**src/rtl/branch_pc_stage_pkg.sv**
```systemverilog
// rtl/branch_pc_stage_pkg.sv - shared defaults, slot FSM encoding and target helper for the fetch PC stage
package branch_pc_stage_pkg;

  localparam logic [31:0] DEF_RESET_PC   = 32'h0000_3000;
  localparam logic [31:0] DEF_EXC_VECTOR = 32'h0000_4180;
  localparam logic [31:0] DEF_NOP_INSTR  = 32'h0000_0000;

  // SLOT means the instruction just loaded into ID is a delay-slot instruction
  typedef enum logic {
    NORMAL = 1'b0,
    SLOT   = 1'b1
  } slot_state_e;

  // J-type target keeps the 256 MB region of the delay-slot PC
  function automatic logic [31:0] jump_target(input logic [31:0] pc4,
                                              input logic [25:0] t26);
    return {pc4[31:28], t26, 2'b00};
  endfunction

endpackage

```
**src/rtl/next_pc_sel.sv**
```systemverilog
// rtl/next_pc_sel.sv - combinational next-PC priority select and taken decode
import branch_pc_stage_pkg::*;

module next_pc_sel #(
  parameter logic [31:0] EXC_VECTOR = DEF_EXC_VECTOR
) (
  input  logic [31:0] pc_if,
  input  logic [31:0] pc4_id,
  input  logic [31:0] imm32_lbit,
  input  logic [25:0] target26,
  input  logic [31:0] rd1,
  input  logic [31:0] epc_in,
  input  logic        zero,
  input  logic        branch_en,
  input  logic        jump_en,
  input  logic        jr_en,
  input  logic        exc_req,
  input  logic        eret,
  input  logic        stall,
  output logic [31:0] next_pc,
  output logic        taken
);

  logic [31:0] xfer_target;

  // Transfer target; ID decodes at most one transfer kind, jr checked first
  always_comb begin
    xfer_target = pc4_id + imm32_lbit;
    if (jr_en) begin
      xfer_target = rd1;
    end else if (jump_en) begin
      xfer_target = jump_target(pc4_id, target26);
    end
  end

  assign taken = (branch_en & zero) | jump_en | jr_en;

  // Redirect priority: exception, eret, stall hold, taken transfer, sequential
  always_comb begin
    next_pc = pc_if + 32'd4;
    if (exc_req) begin
      next_pc = EXC_VECTOR;
    end else if (eret) begin
      next_pc = epc_in;
    end else if (stall) begin
      next_pc = pc_if;
    end else if (taken) begin
      next_pc = xfer_target;
    end
  end

endmodule

```
**src/rtl/branch_pc_stage.sv**
```systemverilog
// rtl/branch_pc_stage.sv - PC register, IF/ID register and delay-slot tracking; optional BRANCH_STATS_EN counters
import branch_pc_stage_pkg::*;

module branch_pc_stage #(
  parameter logic [31:0] RESET_PC   = DEF_RESET_PC,
  parameter logic [31:0] EXC_VECTOR = DEF_EXC_VECTOR,
  parameter logic [31:0] NOP_INSTR  = DEF_NOP_INSTR
) (
  input  logic        clk,
  input  logic        reset,
  input  logic        stall,
  input  logic        zero,
  input  logic        branch_en,
  input  logic        jump_en,
  input  logic        jr_en,
  input  logic [31:0] imm32_lbit,
  input  logic [25:0] target26,
  input  logic [31:0] rd1,
  input  logic [31:0] instr_if,
  input  logic        exc_req,
  input  logic        eret,
  input  logic [31:0] epc_in,
  output logic [31:0] pc_if,
  output logic [31:0] pc4_id,
  output logic [31:0] instr_id,
  output logic        bd_id,
  output logic        taken,
  output logic [31:0] br_cnt,
  output logic [31:0] br_taken_cnt
);

  logic [31:0] next_pc;
  logic        redirect;
  logic        ctrl_id;
  logic        bd_load;
  slot_state_e state_q;
  slot_state_e state_d;

  assign redirect = exc_req | eret;
  assign ctrl_id  = branch_en | jump_en | jr_en;

  next_pc_sel #(
    .EXC_VECTOR(EXC_VECTOR)
  ) u_sel (
    .pc_if     (pc_if),
    .pc4_id    (pc4_id),
    .imm32_lbit(imm32_lbit),
    .target26  (target26),
    .rd1       (rd1),
    .epc_in    (epc_in),
    .zero      (zero),
    .branch_en (branch_en),
    .jump_en   (jump_en),
    .jr_en     (jr_en),
    .exc_req   (exc_req),
    .eret      (eret),
    .stall     (stall),
    .next_pc   (next_pc),
    .taken     (taken)
  );

  // Slot FSM state register; flushes return to NORMAL, stalls freeze it
  always_ff @(posedge clk) begin
    if (reset) begin
      state_q <= NORMAL;
    end else if (redirect) begin
      state_q <= NORMAL;
    end else if (!stall) begin
      state_q <= state_d;
    end
  end

  // Slot FSM next state; a transfer leaving NORMAL marks the incoming instr as a slot
  always_comb begin
    state_d = state_q;
    bd_load = 1'b0;
    case (state_q)
      NORMAL: begin
        if (ctrl_id) begin
          state_d = SLOT;
          bd_load = 1'b1;
        end
      end
      SLOT: begin
        state_d = NORMAL;
      end
      default: begin
        state_d = NORMAL;
      end
    endcase
  end

  // PC and IF/ID registers; flush overrides stall, stall holds everything
  always_ff @(posedge clk) begin
    if (reset) begin
      pc_if    <= RESET_PC;
      instr_id <= NOP_INSTR;
      pc4_id   <= RESET_PC + 32'd4;
      bd_id    <= 1'b0;
    end else if (redirect) begin
      pc_if    <= next_pc;
      instr_id <= NOP_INSTR;
      pc4_id   <= next_pc + 32'd4;
      bd_id    <= 1'b0;
    end else if (!stall) begin
      pc_if    <= next_pc;
      instr_id <= instr_if;
      pc4_id   <= pc_if + 32'd4;
      bd_id    <= bd_load;
    end
  end

`ifdef BRANCH_STATS_EN
  logic [31:0] br_cnt_q;
  logic [31:0] br_taken_cnt_q;

  // Count conditional branches that actually resolve (not stalled, not flushed)
  always_ff @(posedge clk) begin
    if (reset) begin
      br_cnt_q       <= 32'h0;
      br_taken_cnt_q <= 32'h0;
    end else if (branch_en && !stall && !redirect) begin
      br_cnt_q <= br_cnt_q + 32'd1;
      if (zero) begin
        br_taken_cnt_q <= br_taken_cnt_q + 32'd1;
      end
    end
  end

  assign br_cnt       = br_cnt_q;
  assign br_taken_cnt = br_taken_cnt_q;
`else
  assign br_cnt       = 32'h0;
  assign br_taken_cnt = 32'h0;
`endif

endmodule

```
**config.mk**
```make
export PLATFORM = sky130hd
export DESIGN_NAME = branch_pc_stage
export DESIGN_NICKNAME = d
export VERILOG_FILES = /design/src/rtl/branch_pc_stage_pkg.sv /design/src/rtl/next_pc_sel.sv /design/src/rtl/branch_pc_stage.sv
export SDC_FILE = /design/constraint.sdc
export NUM_CORES = 1
export LEC_CHECK = 0
export CAP_MARGIN = 20
export CELL_PAD_IN_SITES_DETAIL_PLACEMENT = 1
export CELL_PAD_IN_SITES_GLOBAL_PLACEMENT = 2
export CORE_MARGIN = 2
export CORE_UTILIZATION = 27
export DETAILED_ROUTE_END_ITERATION = 8
export PLACE_DENSITY = 0.87
export REMOVE_ABC_BUFFERS = 1
export SETUP_SLACK_MARGIN = 0.1
export SYNTH_ARGS = -nofsm -noshare
export SYNTH_HDL_FRONTEND = slang
export SYNTH_SLANG_ARGS = --single-unit
export TNS_END_PERCENT = 20
```
**constraint.sdc**
```tcl
create_clock -name clk -period 8.85 [get_ports clk]
set_input_delay 1.77 -clock clk [delete_from_list [all_inputs] [get_ports clk]]
set_output_delay 1.77 -clock clk [all_outputs]
set_load 0.02 [all_outputs]
```
# --- Yosys cells after proc, flatten, opt, wreduce, memory -nomap -nowiden ---
# Index checks and enable logic that the tools add are counted.
classes:
  n_addsub: 3
  eq_ne: 1
  muxes: 13
  bitwise: 7
  n_reduce_logical: 1
op_table:
  columns: ["cell", "n"]
  rows:
  - ["$mux W32", 10]
  - ["$add A32 B3 Y32 const B", 2]
  - ["$add A32 B32 Y32", 1]
  - ["$or A1 B1 Y1", 5]
  - ["$mux W1", 2]
  - ["$ne A2 B1 Y1 const B", 1]
  - ["$pmux W1 S2", 1]
  - ["$reduce_or A2 Y1", 1]
  - ["$and A1 B1 Y1", 1]
  - ["$not A1 Y1", 1]
totals:
  regBits: 98
  in_bits: 163
  word_cells: 30

# --- Logic depth before layout (Yosys ltp) ---
depth:
  ltp_word: 9
  mapped_depth: 16
  mapped_depth_nobuf: 16

# --- By module ---
# From an unflattened synthesis, not the netlist that was laid out.
unflattened:
  hier_cells: 1237
  hier_area_um2: 9007.4
modules_own_cells:
  columns: ["mod", "instances", "cells_per_inst", "area_per_inst_um2"]
  rows:
  - ["branch_pc_stage", 1, 646, 5382.7]
  - ["next_pc_sel", 1, 591, 3624.7]

# --- Least setup slack after synthesis ---
# OpenSTA, ideal clock, no wires.
synth_timing:
  path_kind: "input-to-reg"
  from: "in imm32_lbit[0]"
  to: "reg pc4_id[27]"
  setup_ns: 0.079
  t_arrival_ns: 5.119
  slack_ns: 3.652
  stages: 15
  path_cell_list: "ha_1 -> inv_1 -> fa_1 -> nand2b_1 -> a21o_1 -> a21oi_2 -> o21bai_1 -> a2111o_1 -> nand4b_1 -> or4b_4 -> or2_1 -> or3_1 -> buf_2 -> or3_1 -> o211ai_1"
synth_via:
  elab_chain_cells: 9
synth_lines:
  columns: ["item", "line_no", "source"]
  rows:
  - ["from (decl)", "branch_pc_stage.sv:16", "input logic [31:0] imm32_lbit,"]
  - ["$add A32 B32 Y32", "next_pc_sel.sv:28", "xfer_target = pc4_id + imm32_lbit;"]
  - ["$mux W32", "next_pc_sel.sv:31", "end else if (jump_en) begin"]
  - ["$mux W32", "next_pc_sel.sv:29", "if (jr_en) begin"]
  - ["$mux W32", "next_pc_sel.sv:47", "end else if (taken) begin"]
  - ["$mux W32", "next_pc_sel.sv:45", "end else if (stall) begin"]
  - ["$mux W32", "next_pc_sel.sv:43", "end else if (eret) begin"]
  - ["$mux W32", "next_pc_sel.sv:41", "if (exc_req) begin"]
  - ["$add A32 B3 Y32", "branch_pc_stage.sv:103", "pc4_id <= next_pc + 32'd4;"]
  - ["$mux W32", "branch_pc_stage.sv:100", "end else if (redirect) begin"]
  - ["to (signal assigned)", "branch_pc_stage.sv:98", "pc4_id <= RESET_PC + 32'd4;"]
  - ["to (signal assigned)", "branch_pc_stage.sv:103", null]
  - ["to (signal assigned)", "branch_pc_stage.sv:108", "pc4_id <= pc_if + 32'd4;"]
  - ["to (decl)", "branch_pc_stage.sv:24", "output logic [31:0] pc4_id,"]
# Every way passes these cells.
# A chain may end at the register's enable or synchronous reset.

# --- Worst setup path after layout ---
# Ends and elaborated chain as after synthesis.

==> summary.txt <==
Synth
  – Register area share after synthesis: a little over a fifth
  – Syn Inst Count: roughly 1200
  – Post-synth cell types: 94
  – Synth Flop Type: dfxtp_1
  – Post-Syn Area: ~9300 sq um
  – Fraction of registers with async set/reset: 0%
  – #FFs+latches synth: 97
  – Yosys warnings: 0
  – Synth Area per Inst: around 7.4 sq um
  – Post-synth EDFFs: 0

Setup path
  – CP Data Required Time: between 9 and 10 ns
  – Critical Path Source: imm32_lbit[0]
  – R2R setup slack: ~4.2 ns
  – Worst setup path end: pc4_id[27]$_SDFFE_PP0P_
  – Worst r2r src: pc4_id[0]$_SDFFE_PP0P_
  – Critical path launch point type: primary input
  – Worst Path Arrival: ~6.5 ns
  – Top delay family on crit path: simple AND/OR/NAND/NOR gates
  – CP peak stage delay: between 0.7 and 0.8 ns
  – Worst flop-to-flop path endpoint: pc4_id[27]$_SDFFE_PP0P_
  – Setup Crit Path Kind: in -> reg
  – Crit path depth: 16
  – Most frequent CP cell: or3_1
  – Critical path endpoint category: flop
  – Worst-path cell chain: clkdlybuf4s50_1 -> ha_1 -> inv_1 -> fa_1 -> nand2b_1 -> a21oi_1 -> o211ai_1 -> and2_1 -> mux2i_1 -> a2111oi_0 -> o31ai_1 -> buf_4 -> or3_1 -> or3_1 -> or3_1 -> o211ai_1
  – Worst Reg-to-Reg Cells: 15
  – CP bufs+invs: 3
  – CP max-delay cell: a2111oi_0
  – CP max FO: 7

Timing
  – RSZ-0062 raised after global routing: false
  – Tmin final: about 6 ns
  – Layout Skew: between 0.01 and 0.015 ns
  – Final hold vios: 0
  – Final period utilization: a little over two thirds
  – Max-slew headroom: approximately 22%
  – # setup viols final: 0
  – Setup TNS Final: 0 ns
  – Max Freq: roughly 0.16 GHz
  – Worst Tran Pin Value: between 1 and 1.5 ns
  – Final Hold Slack: 0.489 ns
  – Final Max Slew Viols: 0

Global route
  – All-Layer GR Usage: approximately a quarter
  – Largest net degree at the start of global routing: 57
  – First-pass GRT wire length: ~68 mm
  – Initial antenna violation count: 0
  – Vias in the first global route: roughly 11000
  – Total gr overflow: 0

Place
  – RD Place Congestion: just over 0.9
  – Post-detail-place hpwl: 34.9 mm
  – Placed cell count: 1890
  – # port buffers: 260

Final layout
  – Fin nets: ~1700
  – Layout cells sized above 1: between 5 and 6%
  – Finished Layout Cells: ~1900
  – Diodes inserted: 0
  – P&R area growth vs syn: 31.8%

Floorplanning
  – DIE WIDTH: roughly 190 microns
  – Row cnt: 67
  – # IOs: ~330
  – DIE AREA: between 30000 and 40000 sq um
  – Core Box Area: around 34000 sq um
  – Initial core utilization: about 28%
  – Die span in y: between 150 and 200 microns

Status
  – Outcome: finished clean

Power
  – Clock group share of total power: roughly 29%
  – Switching share of power: between 40% and 50%
  – NetSw: 586 uW
  – PwrDens: 120 nW/um^2
  – Share of power burned in registers: between 30% and 40%
  – VDD IR-drop max: 0.0909 mV
  – P_leak: around 4.5 nW
  – P_int: approximately 880 uW
  – Logic pwr share: ~37%

Detailed routing
  – Antenna-violating nets left: 0
  – Drt pass-1 iters: 6
  – Initial drt markers: between 900 and 1000
  – Final WL: 45.8 mm
  – Via count: about 11000
  – Vias/cell: 5.67
  – Residual DRC count: 0
  – Average wire per standard cell: around 24 microns

Clock network
  – Cts bufs inserted: 9
  – CTS tree: done
  – CTS resizes: 0
  – Hold-fix buffers, CTS: 0
  – Clock Sink Count: 97
  – Clock-pin slew on the worst setup and hold paths: around 0.090 ns
  – Clock Path Buffers: 2
  – Setup bufs post-CTS: 0
  – Root Buffer: clkbuf_16
  – Insertion delay to the later sink of the worst-skew pair: around 0.37 ns
  – H-tree depth: 3

Min path
  – Hold Path Class: reg -> reg

Job
  – Max Cap Violations: 0
## area by class of cell
class	count	area (sq um)
Clock buffer	9	225
Clock inverter	7	73.8
Fill cell	4089	21400
Inverter	29	109
Multi-Input combinational cell	1037	6570
Sequential cell	97	1940
Tap cell	448	561
Timing Repair Buffer	279	2730
## layout by cell type, fill, tap and decap left out, types with 38 or more instances in the layout
cell type and instances:
nand2_1 105, a21oi_1 101, o21ai_0 54, conb_1 64
mux2i_1 47, nand3_1 38, dfxtp_1 97, nor2_1 144
clkdlybuf4s50_1 256
## Yosys cell counts, drive strengths merged, types with 25 or more instances
master    n  area share (%)
a211oi   34             2.9
nand2   106             4.3
dfxtp    97              21
mux2i    47             5.1
nand4    25             2.1
o21ai    56             3.0
nor2    144             5.8
ha       33             4.5
nand3    40             2.3
inv      27             1.1
clkbuf   47             1.9
xnor2    29             2.7
nor3     29             1.7
a21oi   102             5.6
xor2     26             2.5
buf      97             7.5
## power groups by stage
stage / Sequential [mW] / Combinational [mW] / Clock [mW]
finish: 0.492 / 0.543 / 0.428
global route: 0.495 / 0.577 / 0.453
CTS: 0.491 / 0.534 / 0.437
detailed placement: 0.501 / 0.531 / 0
global placement: 0.501 / 0.526 / 0
floorplan: 0.515 / 0.251 / 0
## worst register-to-register path, stage by stage, from the launching register on
cell       delay [ns]
dfxtp_1          0.38
ha_1             0.19
inv_1            0.06
fa_1             0.41
nand2b_1         0.26
a21oi_1          0.31
o211ai_1         0.23
and2_1           0.24
mux2i_1          0.13
a2111oi_0        0.71
o31ai_1          0.16
buf_4            0.22
or3_1            0.38
or3_1            0.44
or3_1            0.39
o211ai_1         0.10
## state kept, by name, summed over array words and instances (netlist names)
signal    count
instr_id     32
pc4_id       32
pc_if        32
state_q       1
## routing by layer
metal  GRT usage (%)  routed length, microns  part of all wire [%]  vias to the layer above
met5               0                       0                     0                        -
met4            7.87                    1180                   2.6                        0
met3            5.82                    4380                   9.6                       72
met2            38.5                   20100                    44                      589
met1            33.8                   20100                    44                     5257
li1                -                       -                     -                     4883
## cells by family after synthesis
family	count (synthesis)	share of synthesized area, %
AO/OA/AOI/OAI	365	27.1
buffers and inverters	173	10.6
other	1	0.0405
AND/OR/NAND/NOR	470	26.0
adder cells (fa/ha/maj)	34	4.68
multiplexers	49	5.32
flip-flops	97	21.0
XOR/XNOR	55	5.20
## metrics by stage
step	area (sq um)	util [%]	setup slack (ns)	power [mW]
2_1_floorplan	8620	-	3.67	0.766
3_3_place_gp	11900	35.4	2.50	1.03
3_5_place_dp	11900	35.4	2.39	1.03
4_1_cts	12200	36.3	2.75	1.46
5_1_grt	12200	36.3	2.47	1.53
6_report	12200	36.3	2.69	1.46
## how the worst min path moves through the flow
stage,startpoint,depth (start not counted),to,slack [ns]
final,state_q$_SDFFE_PP0N_,2,state_q$_SDFFE_PP0N_,0.49
after global routing,state_q$_SDFFE_PP0N_,2,state_q$_SDFFE_PP0N_,0.51
after CTS,state_q$_SDFFE_PP0N_,2,state_q$_SDFFE_PP0N_,0.49
after detailed placement,state_q$_SDFFE_PP0N_,2,state_q$_SDFFE_PP0N_,0.48
after global placement,state_q$_SDFFE_PP0N_,2,state_q$_SDFFE_PP0N_,0.47
after floorplan,state_q$_SDFFE_PP0N_,2,state_q$_SDFFE_PP0N_,0.54
Power figures use the tool's default switching activity.
